[src/rtl/note_tick_sequencer_if.sv]
// note_tick_sequencer_if
//   Groups the sequencer's two external buses: the synchronous song ROM read
//   port and the valid/ready note handshake towards the tone generator.
//   Parameters:
//     NOTE_W  note code width
//     DUR_W   duration field width (note ticks)
//     ADDR_W  song ROM address width
//   Signals:
//     rom_en      sequencer -> ROM   read enable
//     rom_addr    sequencer -> ROM   read address
//     rom_data    ROM -> sequencer   {note, duration}, valid the cycle after rom_en
//     note_code   sequencer -> tone  current note
//     note_valid  sequencer -> tone  note_code valid
//     note_ready  tone -> sequencer  tone generator accepts note_code
//   Modports: master (sequencer side), slave (ROM / tone generator side).
interface note_tick_sequencer_if #(
  parameter int NOTE_W = 6,
  parameter int DUR_W  = 4,
  parameter int ADDR_W = 6
);
  logic                    rom_en;
  logic [ADDR_W-1:0]       rom_addr;
  logic [NOTE_W+DUR_W-1:0] rom_data;
  logic [NOTE_W-1:0]       note_code;
  logic                    note_valid;
  logic                    note_ready;

  modport master (
    output rom_en, rom_addr, note_code, note_valid,
    input  rom_data, note_ready
  );

  modport slave (
    input  rom_en, rom_addr, note_code, note_valid,
    output rom_data, note_ready
  );
endinterface

[src/rtl/note_tick_sequencer.sv]
// note_tick_sequencer
//   Steps through a song table at the rate of the slow note clock. The note
//   clock level is synchronized and edge-detected into a one-cycle tick; each
//   song entry is fetched from a synchronous ROM, offered to the tone generator
//   over valid/ready, then held for its programmed number of ticks.
//   Optional feature macro: SEQ_LOOP_EN -- when defined, the song restarts at
//   entry 0 instead of stopping in DONE (an end marker at entry 0 still stops).
//   Ports:
//     clkin_i     100 MHz master clock
//     reset_n_i   asynchronous active-low reset
//     note_clk_i  note clock level from the divider (asynchronous to clkin_i)
//     start_i     one-cycle request to play from entry 0
//     stop_i      one-cycle request to abort playback (wins over start_i)
//     seq_if      master side of the ROM bus and note handshake
//     playing_o   high in any state except IDLE and DONE
//     done_o      high while in DONE
module note_tick_sequencer #(
  parameter int NOTE_W = 6,
  parameter int DUR_W  = 4,
  parameter int ADDR_W = 6
) (
  input  logic                 clkin_i,
  input  logic                 reset_n_i,
  input  logic                 note_clk_i,
  input  logic                 start_i,
  input  logic                 stop_i,
  note_tick_sequencer_if.master seq_if,
  output logic                 playing_o,
  output logic                 done_o
);

  localparam logic [2:0] IDLE    = 3'd0;
  localparam logic [2:0] FETCH   = 3'd1;
  localparam logic [2:0] WAIT    = 3'd2;
  localparam logic [2:0] PRESENT = 3'd3;
  localparam logic [2:0] HOLD    = 3'd4;
  localparam logic [2:0] DONE    = 3'd5;

  localparam logic [DUR_W-1:0] DUR_ONE = DUR_W'(1);

  logic [2:0]        state_q, state_d;
  logic [ADDR_W-1:0] index_q, index_d;
  logic [DUR_W-1:0]  dur_q, dur_d;
  logic [NOTE_W-1:0] note_q, note_d;

  logic       sync1_q, sync2_q, edge_q, armed_q, tick_q;
  logic [1:0] fill_q;

  logic [NOTE_W-1:0] romNote;
  logic [DUR_W-1:0]  romDur;

  assign romNote = seq_if.rom_data[NOTE_W+DUR_W-1:DUR_W];
  assign romDur  = seq_if.rom_data[DUR_W-1:0];

  assign seq_if.rom_en     = (state_q == FETCH);
  assign seq_if.rom_addr   = index_q;
  assign seq_if.note_code  = note_q;
  assign seq_if.note_valid = (state_q == PRESENT);
  assign playing_o         = (state_q != IDLE) && (state_q != DONE);
  assign done_o            = (state_q == DONE);

  // Tick generation. fill_q marks when the synchronizer holds a real sample of
  // note_clk; armed_q only goes high once a genuine low level has been seen,
  // so a note clock that is already high when reset releases does not count
  // as a rising edge.
  always_ff @(posedge clkin_i or negedge reset_n_i) begin
    if (!reset_n_i) begin
      sync1_q <= 1'b0;
      sync2_q <= 1'b0;
      edge_q  <= 1'b0;
      fill_q  <= 2'b00;
      armed_q <= 1'b0;
      tick_q  <= 1'b0;
    end else begin
      sync1_q <= note_clk_i;
      sync2_q <= sync1_q;
      edge_q  <= sync2_q;
      fill_q  <= {fill_q[0], 1'b1};
      armed_q <= armed_q | (fill_q[1] & ~sync2_q);
      tick_q  <= sync2_q & ~edge_q & armed_q;
    end
  end

  // Sequencer next-state logic. stop_i is checked first so it overrides any
  // transition, including a start_i in the same cycle.
  always_comb begin
    state_d = state_q;
    index_d = index_q;
    dur_d   = dur_q;
    note_d  = note_q;
    if (stop_i && (state_q != IDLE)) begin
      state_d = IDLE;
      index_d = '0;
    end else begin
      case (state_q)
        IDLE, DONE: begin
          if (start_i && !stop_i) begin
            state_d = FETCH;
            index_d = '0;
          end
        end
        FETCH: state_d = WAIT;
        WAIT: begin
          if (romDur == '0) begin
`ifdef SEQ_LOOP_EN
            if (index_q != '0) begin
              index_d = '0;
              state_d = FETCH;
            end else begin
              state_d = DONE;
            end
`else
            state_d = DONE;
`endif
          end else begin
            note_d  = romNote;
            dur_d   = romDur;
            state_d = PRESENT;
          end
        end
        PRESENT: begin
          if (seq_if.note_ready) state_d = HOLD;
        end
        HOLD: begin
          if (tick_q) begin
            dur_d = dur_q - DUR_ONE;
            if (dur_q == DUR_ONE) begin
              if (index_q == '1) begin
`ifdef SEQ_LOOP_EN
                index_d = '0;
                state_d = FETCH;
`else
                state_d = DONE;
`endif
              end else begin
                index_d = index_q + 1'b1;
                state_d = FETCH;
              end
            end
          end
        end
        default: state_d = IDLE;
      endcase
    end
  end

  always_ff @(posedge clkin_i or negedge reset_n_i) begin
    if (!reset_n_i) begin
      state_q <= IDLE;
      index_q <= '0;
      dur_q   <= '0;
      note_q  <= '0;
    end else begin
      state_q <= state_d;
      index_q <= index_d;
      dur_q   <= dur_d;
      note_q  <= note_d;
    end
  end

endmodule
[src/flat_wrapper.sv]
// flat-port wrapper written by rule: the top's interface ports become plain ports
module note_tick_sequencer_flat 
#(
  parameter int NOTE_W = 6,
  parameter int DUR_W  = 4,
  parameter int ADDR_W = 6
)
  (clkin_i, reset_n_i, note_clk_i, start_i, stop_i, playing_o, done_o, seq_if_rom_en, seq_if_rom_addr, seq_if_note_code, seq_if_note_valid, seq_if_rom_data, seq_if_note_ready);
  note_tick_sequencer_if #(.NOTE_W(NOTE_W), .DUR_W(DUR_W), .ADDR_W(ADDR_W)) seq_if_i ();
  input  logic clkin_i;
  input  logic reset_n_i;
  input  logic note_clk_i;
  input  logic start_i;
  input  logic stop_i;
  output logic playing_o;
  output logic done_o;
  output wire logic [$bits(seq_if_i.rom_en)-1:0] seq_if_rom_en;
  output wire logic [$bits(seq_if_i.rom_addr)-1:0] seq_if_rom_addr;
  output wire logic [$bits(seq_if_i.note_code)-1:0] seq_if_note_code;
  output wire logic [$bits(seq_if_i.note_valid)-1:0] seq_if_note_valid;
  input wire logic [$bits(seq_if_i.rom_data)-1:0] seq_if_rom_data;
  input wire logic [$bits(seq_if_i.note_ready)-1:0] seq_if_note_ready;
  assign seq_if_rom_en = seq_if_i.rom_en;
  assign seq_if_rom_addr = seq_if_i.rom_addr;
  assign seq_if_note_code = seq_if_i.note_code;
  assign seq_if_note_valid = seq_if_i.note_valid;
  assign seq_if_i.rom_data = seq_if_rom_data;
  assign seq_if_i.note_ready = seq_if_note_ready;
  note_tick_sequencer #(.NOTE_W(NOTE_W), .DUR_W(DUR_W), .ADDR_W(ADDR_W)) u_core (.clkin_i(clkin_i), .reset_n_i(reset_n_i), .note_clk_i(note_clk_i), .start_i(start_i), .stop_i(stop_i), .seq_if(seq_if_i), .playing_o(playing_o), .done_o(done_o));
endmodule
[config.mk]
export PLATFORM = sky130hd
export DESIGN_NAME = note_tick_sequencer_flat
export DESIGN_NICKNAME = d
export VERILOG_FILES = /design/src/rtl/note_tick_sequencer_if.sv /design/src/rtl/note_tick_sequencer.sv /design/src/flat_wrapper.sv
export SDC_FILE = /design/constraint.sdc
export NUM_CORES = 1
export LEC_CHECK = 0
export ABC_AREA = 1
export CAP_MARGIN = 20
export CORE_ASPECT_RATIO = 0.75
export CORE_UTILIZATION = 55
export CTS_BUF_LIST = sky130_fd_sc_hd__clkbuf_4
export DETAILED_ROUTE_END_ITERATION = 10
export PLACE_DENSITY = 0.9
export SETUP_SLACK_MARGIN = 0.15
export SYNTH_ARGS = -nofsm -noshare
export SYNTH_HDL_FRONTEND = slang
export SYNTH_SLANG_ARGS = --single-unit
[constraint.sdc]
create_clock -name clkin_i -period 2.7 [get_ports clkin_i]
set_clock_uncertainty 0.1 [all_clocks]
set_input_delay 0.405 -clock clkin_i [delete_from_list [all_inputs] [get_ports clkin_i]]
set_output_delay 0.405 -clock clkin_i [all_outputs]
set_load 0.05 [all_outputs]
======== Word level (Yosys, flattened, before mapping) ========
Cells that the tools add are included.
cells by class
  add/sub/neg operators ................... 2
  $mul .................................... 0
  divide/modulo/power cells ............... 0
  $lt $le $gt $ge ......................... 0
  equal/unequal tests ..................... 15
  shift operators ......................... 0
  multiplexer cells ....................... 17
  bitwise gates (word level) .............. 8
  reduce and logical (&&, ||, !) cells .... 14
operators by type and width
  cell                 count
  $mux 6               5
  $mux 3               7
  $pmux 3 s5           1
  $ne 3x1->1 const B   4
  $pmux 6 s2           1
  $mux 4               2
  $pmux 4 s2           1
  $reduce_and 4->1     2
  $add 6x1->6 const B  1
  $eq 3x2->1 const B   2
  $eq 3x3->1 const B   2
  $eq 6x6->1 const B   1
  $reduce_bool 3->1    2
  $reduce_and 5->1     1
  $eq 4x1->1 const B   1
  $logic_not 4->1      1
  $not 1->1            4
  $sub 4x1->4 const B  1
  $and 1x1->1          3
  $eq 3x1->1 const B   1
  $logic_and 1x1->1    3
  $logic_not 3->1      1
  $ne 3x2->1 const B   1
  $ne 3x3->1 const B   1
  other kinds (7)      7
word-level totals
  bits in registers ....................... 26
  bits in latches ......................... 0
  RAM bits ................................ 0
  bits in read-only memories .............. 0
  output and inout port bits .............. 16
  memories kept ........................... 0

======== Depth between registers and ports, before layout ========
  word-level depth ........................ 6
  gate-level depth with buffers ........... 8

======== Worst setup path after synthesis ========
No wires, ideal clock.
  path kind ............................... register -> output
  start point ............................. reg u_core.state_q[2]
  end point ............................... out seq_if_rom_en
  arrival time ............................ 1.321 ns
  required time ........................... 2.195 ns
  path slack .............................. 0.874 ns
  stages on the path, launching flop included .. 4
  cells stage by stage .................... dfrtp_1 inv_2 nand2_1 nor2_1
on the way
  longest elaborated chain between the ends .. 1
RTL lines
  what                      RTL line                    RTL
  start: declaration        note_tick_sequencer.sv:41   logic [2:0] state_q, state_d;
  start signal: assignment  note_tick_sequencer.sv:154  state_q <= state_d;
  $eq 3x1->1                note_tick_sequencer.sv:55   assign seq_if.rom_en = (state_q == FETCH);
  end: declaration          flat_wrapper.sv:17          output wire logic [$bits(seq_if_i.rom_en)-1:0] seq_if_rom_en;
No other way between the ends.

======== Worst setup path after layout ========
Same ends and word-level chain as after synthesis.

==> results.cfg <==
[setup_path]
end_kind = primary output
rrSetupSlack_ns = 1.08
worstSetupPathType = reg2out
cp.depth = 4
slowest_stage = dlygate4sd2_1
cp.arrival_ns = 1.80
cp_max_fo = 7
crit_path_start_kind = flip-flop
critPathBufInv = 2
critical_path_required_ns = 2.19
path_cells = inv_2 > nand2_1 > nor2_1 > dlygate4sd2_1
max_stage_delay_ns = 0.55
ff2ff_path_depth = 7
crit_family = buffers and inverters

[power]
power_mw = 1.92
power.density_nw_per_um2 = 1040
p_leak_nw = 0.964
peakVddDrop_uv = 596

[floorplan]
rows = 15
initial_core_util_pct = 60.2
die_w_um = 60.7
core_area_um2 = 2360
die_h_um = 46.0
io_pins = 32
dieArea_um2 = 2800

[route]
top_layer = met4
firstDrtPassIters = 4
wirelength_um = 3340
postRouteAntennaNets = 0
drt_iter0_markers = 100
vias = 1315
via_per_inst = 5.37
drc_errors = 0
dr_wl_met2_um = 1700
wl_per_cell_um = 13.6
wl_met1_um = 1370
wl_met3_um = 205

[layout]
post_route_cells_drive_above_1_share_pct = 11.4
n_antenna_cell = 0
final_common_cell = nand2_1
finalNetCount = 231
fin_util_pct = 77.9
instances_no_fill = 245
syn_to_final_growth_pct = 29.5
layout_common_cells = nand2_1 (58), clkdlybuf4s50_1 (27), dfrtp_1 (26), inv_1 (18), nor2_1 (15)

[worst_hold_path]
hold_class = reg2reg
hold_depth = 0

[global_routing]
grt_pass1_wl_um = 5390
grt_max_degree = 27
grt_pass1_vias = 1288
antenna_found_initial = 0
grt_overflow = 0
grt.total_usage_pct = 26.7

[synthesis]
synth_top_family_by_area = simple AND/OR/NAND/NOR gates
synth-xor-area-share_pct = 1.23
yosysSeqAreaShare_pct = 45.7
synth_cell_type_count = 25
synthesis.area_um2 = 1420
synthMuxAreaShare_pct = 0.704
synthCells = 175
ys_seq_elements = 26
syn-num-nets = 194
syn_area_per_cell_um2 = 8.13
yosys.area_share.adder_pct = 2.64
yosys_warnings = 0
synth-simple-area-share_pct = 36.1
synth-compound-area-share_pct = 7.83

[timing]
slew_violations = 0
finalCritPeriodShare_pct = 85.5
rsz0062_at_grt = false
finalHoldViolCount = 0
finalCriticalPeriod_ns = 2.31
setup_tns_ns = 0
relSlewSlack_pct = 65.3
setup-violations-final = 0
fmaxAchievable_ghz = 0.433
setup_slack_ns = 0.392
worst_pin_slew_ns = 0.520

[clock_network]
clk_latency_ns = 0.32
cts_max_path_buffers = 2
cts-root-buf = clkbuf_4
clk_pin_slew_ns = 0.14
ctsHoldBuffers = 0
clock-sinks = 26
cts-buffers-inserted = 3
h-tree-depth = 1
post_cts_buffers = 0
cts_tree = done

[place]
place_hpwl_um = 2530
place_congestion = 0.885
dp_cells = 241
place_ws_ns = 0.511
io_buffer_count = 31

[run]
drv_cap = 0

[run_status]
outcome = finished, final reports clean
## worst paths after layout
check / from / to
worst max register to register: u_core.seq_if.rom_addr[0]$_DFFE_PN0P_ / u_core.seq_if.rom_addr[1]$_DFFE_PN0P_
worst max-delay path: u_core.state_q[2]$_DFFE_PN0P_ / seq_if_rom_en
max in group asynchronous: reset_n_i / u_core.seq_if.note_code[2]$_DFFE_PN0P_
worst min-delay path: u_core.sync1_q$_DFF_PN0_ / u_core.sync2_q$_DFF_PN0_
min in group asynchronous: reset_n_i / u_core.dur_q[1]$_DFFE_PN0P_
worst min register to register: u_core.sync1_q$_DFF_PN0_ / u_core.sync2_q$_DFF_PN0_
## metal layers
layer / up-vias / track usage, %
met5: - / 0
met4: 0 / 6.36
met2: 47 / 47.9
met1: 634 / 31.5
li1: 626 / -
met3: 8 / 7.95
## worst register-to-register path: cells and delay by family (launching register included)
kind | cells | cell delay, ns
flops | 1 | 0.45
fa+ha+maj | 1 | 0.24
compound gates | 1 | 0.24
simple gates | 5 | 0.49
## stage by stage
stage               hold slack [ns]  cell area [µm²]
floorplan                   0.00941             1420
global placement              0.232             1780
detailed placement            0.235             1780
CTS                           0.266             1830
global route                  0.274             1840
finish                        0.264             1840
## sequential cells by signal, indices dropped and copies added, names as in the netlist
name / count
u_core.sync2_q: 1
u_core.sync1_q: 1
u_core.edge_q: 1
u_core.state_q: 3
u_core.seq_if.rom_addr: 6
u_core.seq_if.note_code: 6
u_core.dur_q: 4
u_core.armed_q: 1
u_core.fill_q: 2
u_core.tick_q: 1
## cells by family (layout without fill, tap and decap cells)
logic type / after synthesis / in the layout
buffers and inverters: 20 / 56
and+or+nand+nor: 101 / 101
AOI/OAI and AO/OA: 21 / 21
DFF: 26 / 26
xor gates and xnor gates: 2 / 2
adders and majority gates: 3 / 3
other: 1 / 1
muxes: 1 / 1
## area by class of cell
| type | count | area, µm² |
|---|---|---|
| clock buffer | 3 | 22.5 |
| clock inverter | 1 | 30.0 |
| fill | 184 | 523 |
| inverter | 20 | 77.6 |
| multi-input combinational | 129 | 694 |
| sequential | 26 | 651 |
| tap | 34 | 42.5 |
| timing repair buffer | 32 | 324 |
## Yosys cell counts, drive strengths merged
library cell / number / area, µm²
nand4: 3 / 18.8
nand2: 66 / 298
mux2i: 1 / 10.0
o211ai: 1 / 7.51
o21ai: 16 / 80.1
ha: 3 / 37.5
conb: 1 / 3.75
a21oi: 3 / 15.0
a31o: 1 / 8.76
nor3: 2 / 10.0
nand3: 11 / 82.6
dfrtp: 26 / 651
inv: 20 / 77.6
nor2: 19 / 105
xnor2: 2 / 17.5
## where the power goes
part	switching (mW)	internal [mW]	total (mW)
logic	0.740	0.338	1.08
clock network	0.116	0.150	0.267
registers	0.0950	0.485	0.580
total	0.951	0.973	1.92
## repair_timing
| item | CTS | global route |
|---|---|---|
| resized for setup | 1 | 3 |
| gates cloned | 0 | 0 |
| endpoints found under the setup margin | 1 | 3 |
| hold endpoints to repair | 0 | 0 |
Power figures use the tool's default switching activity.
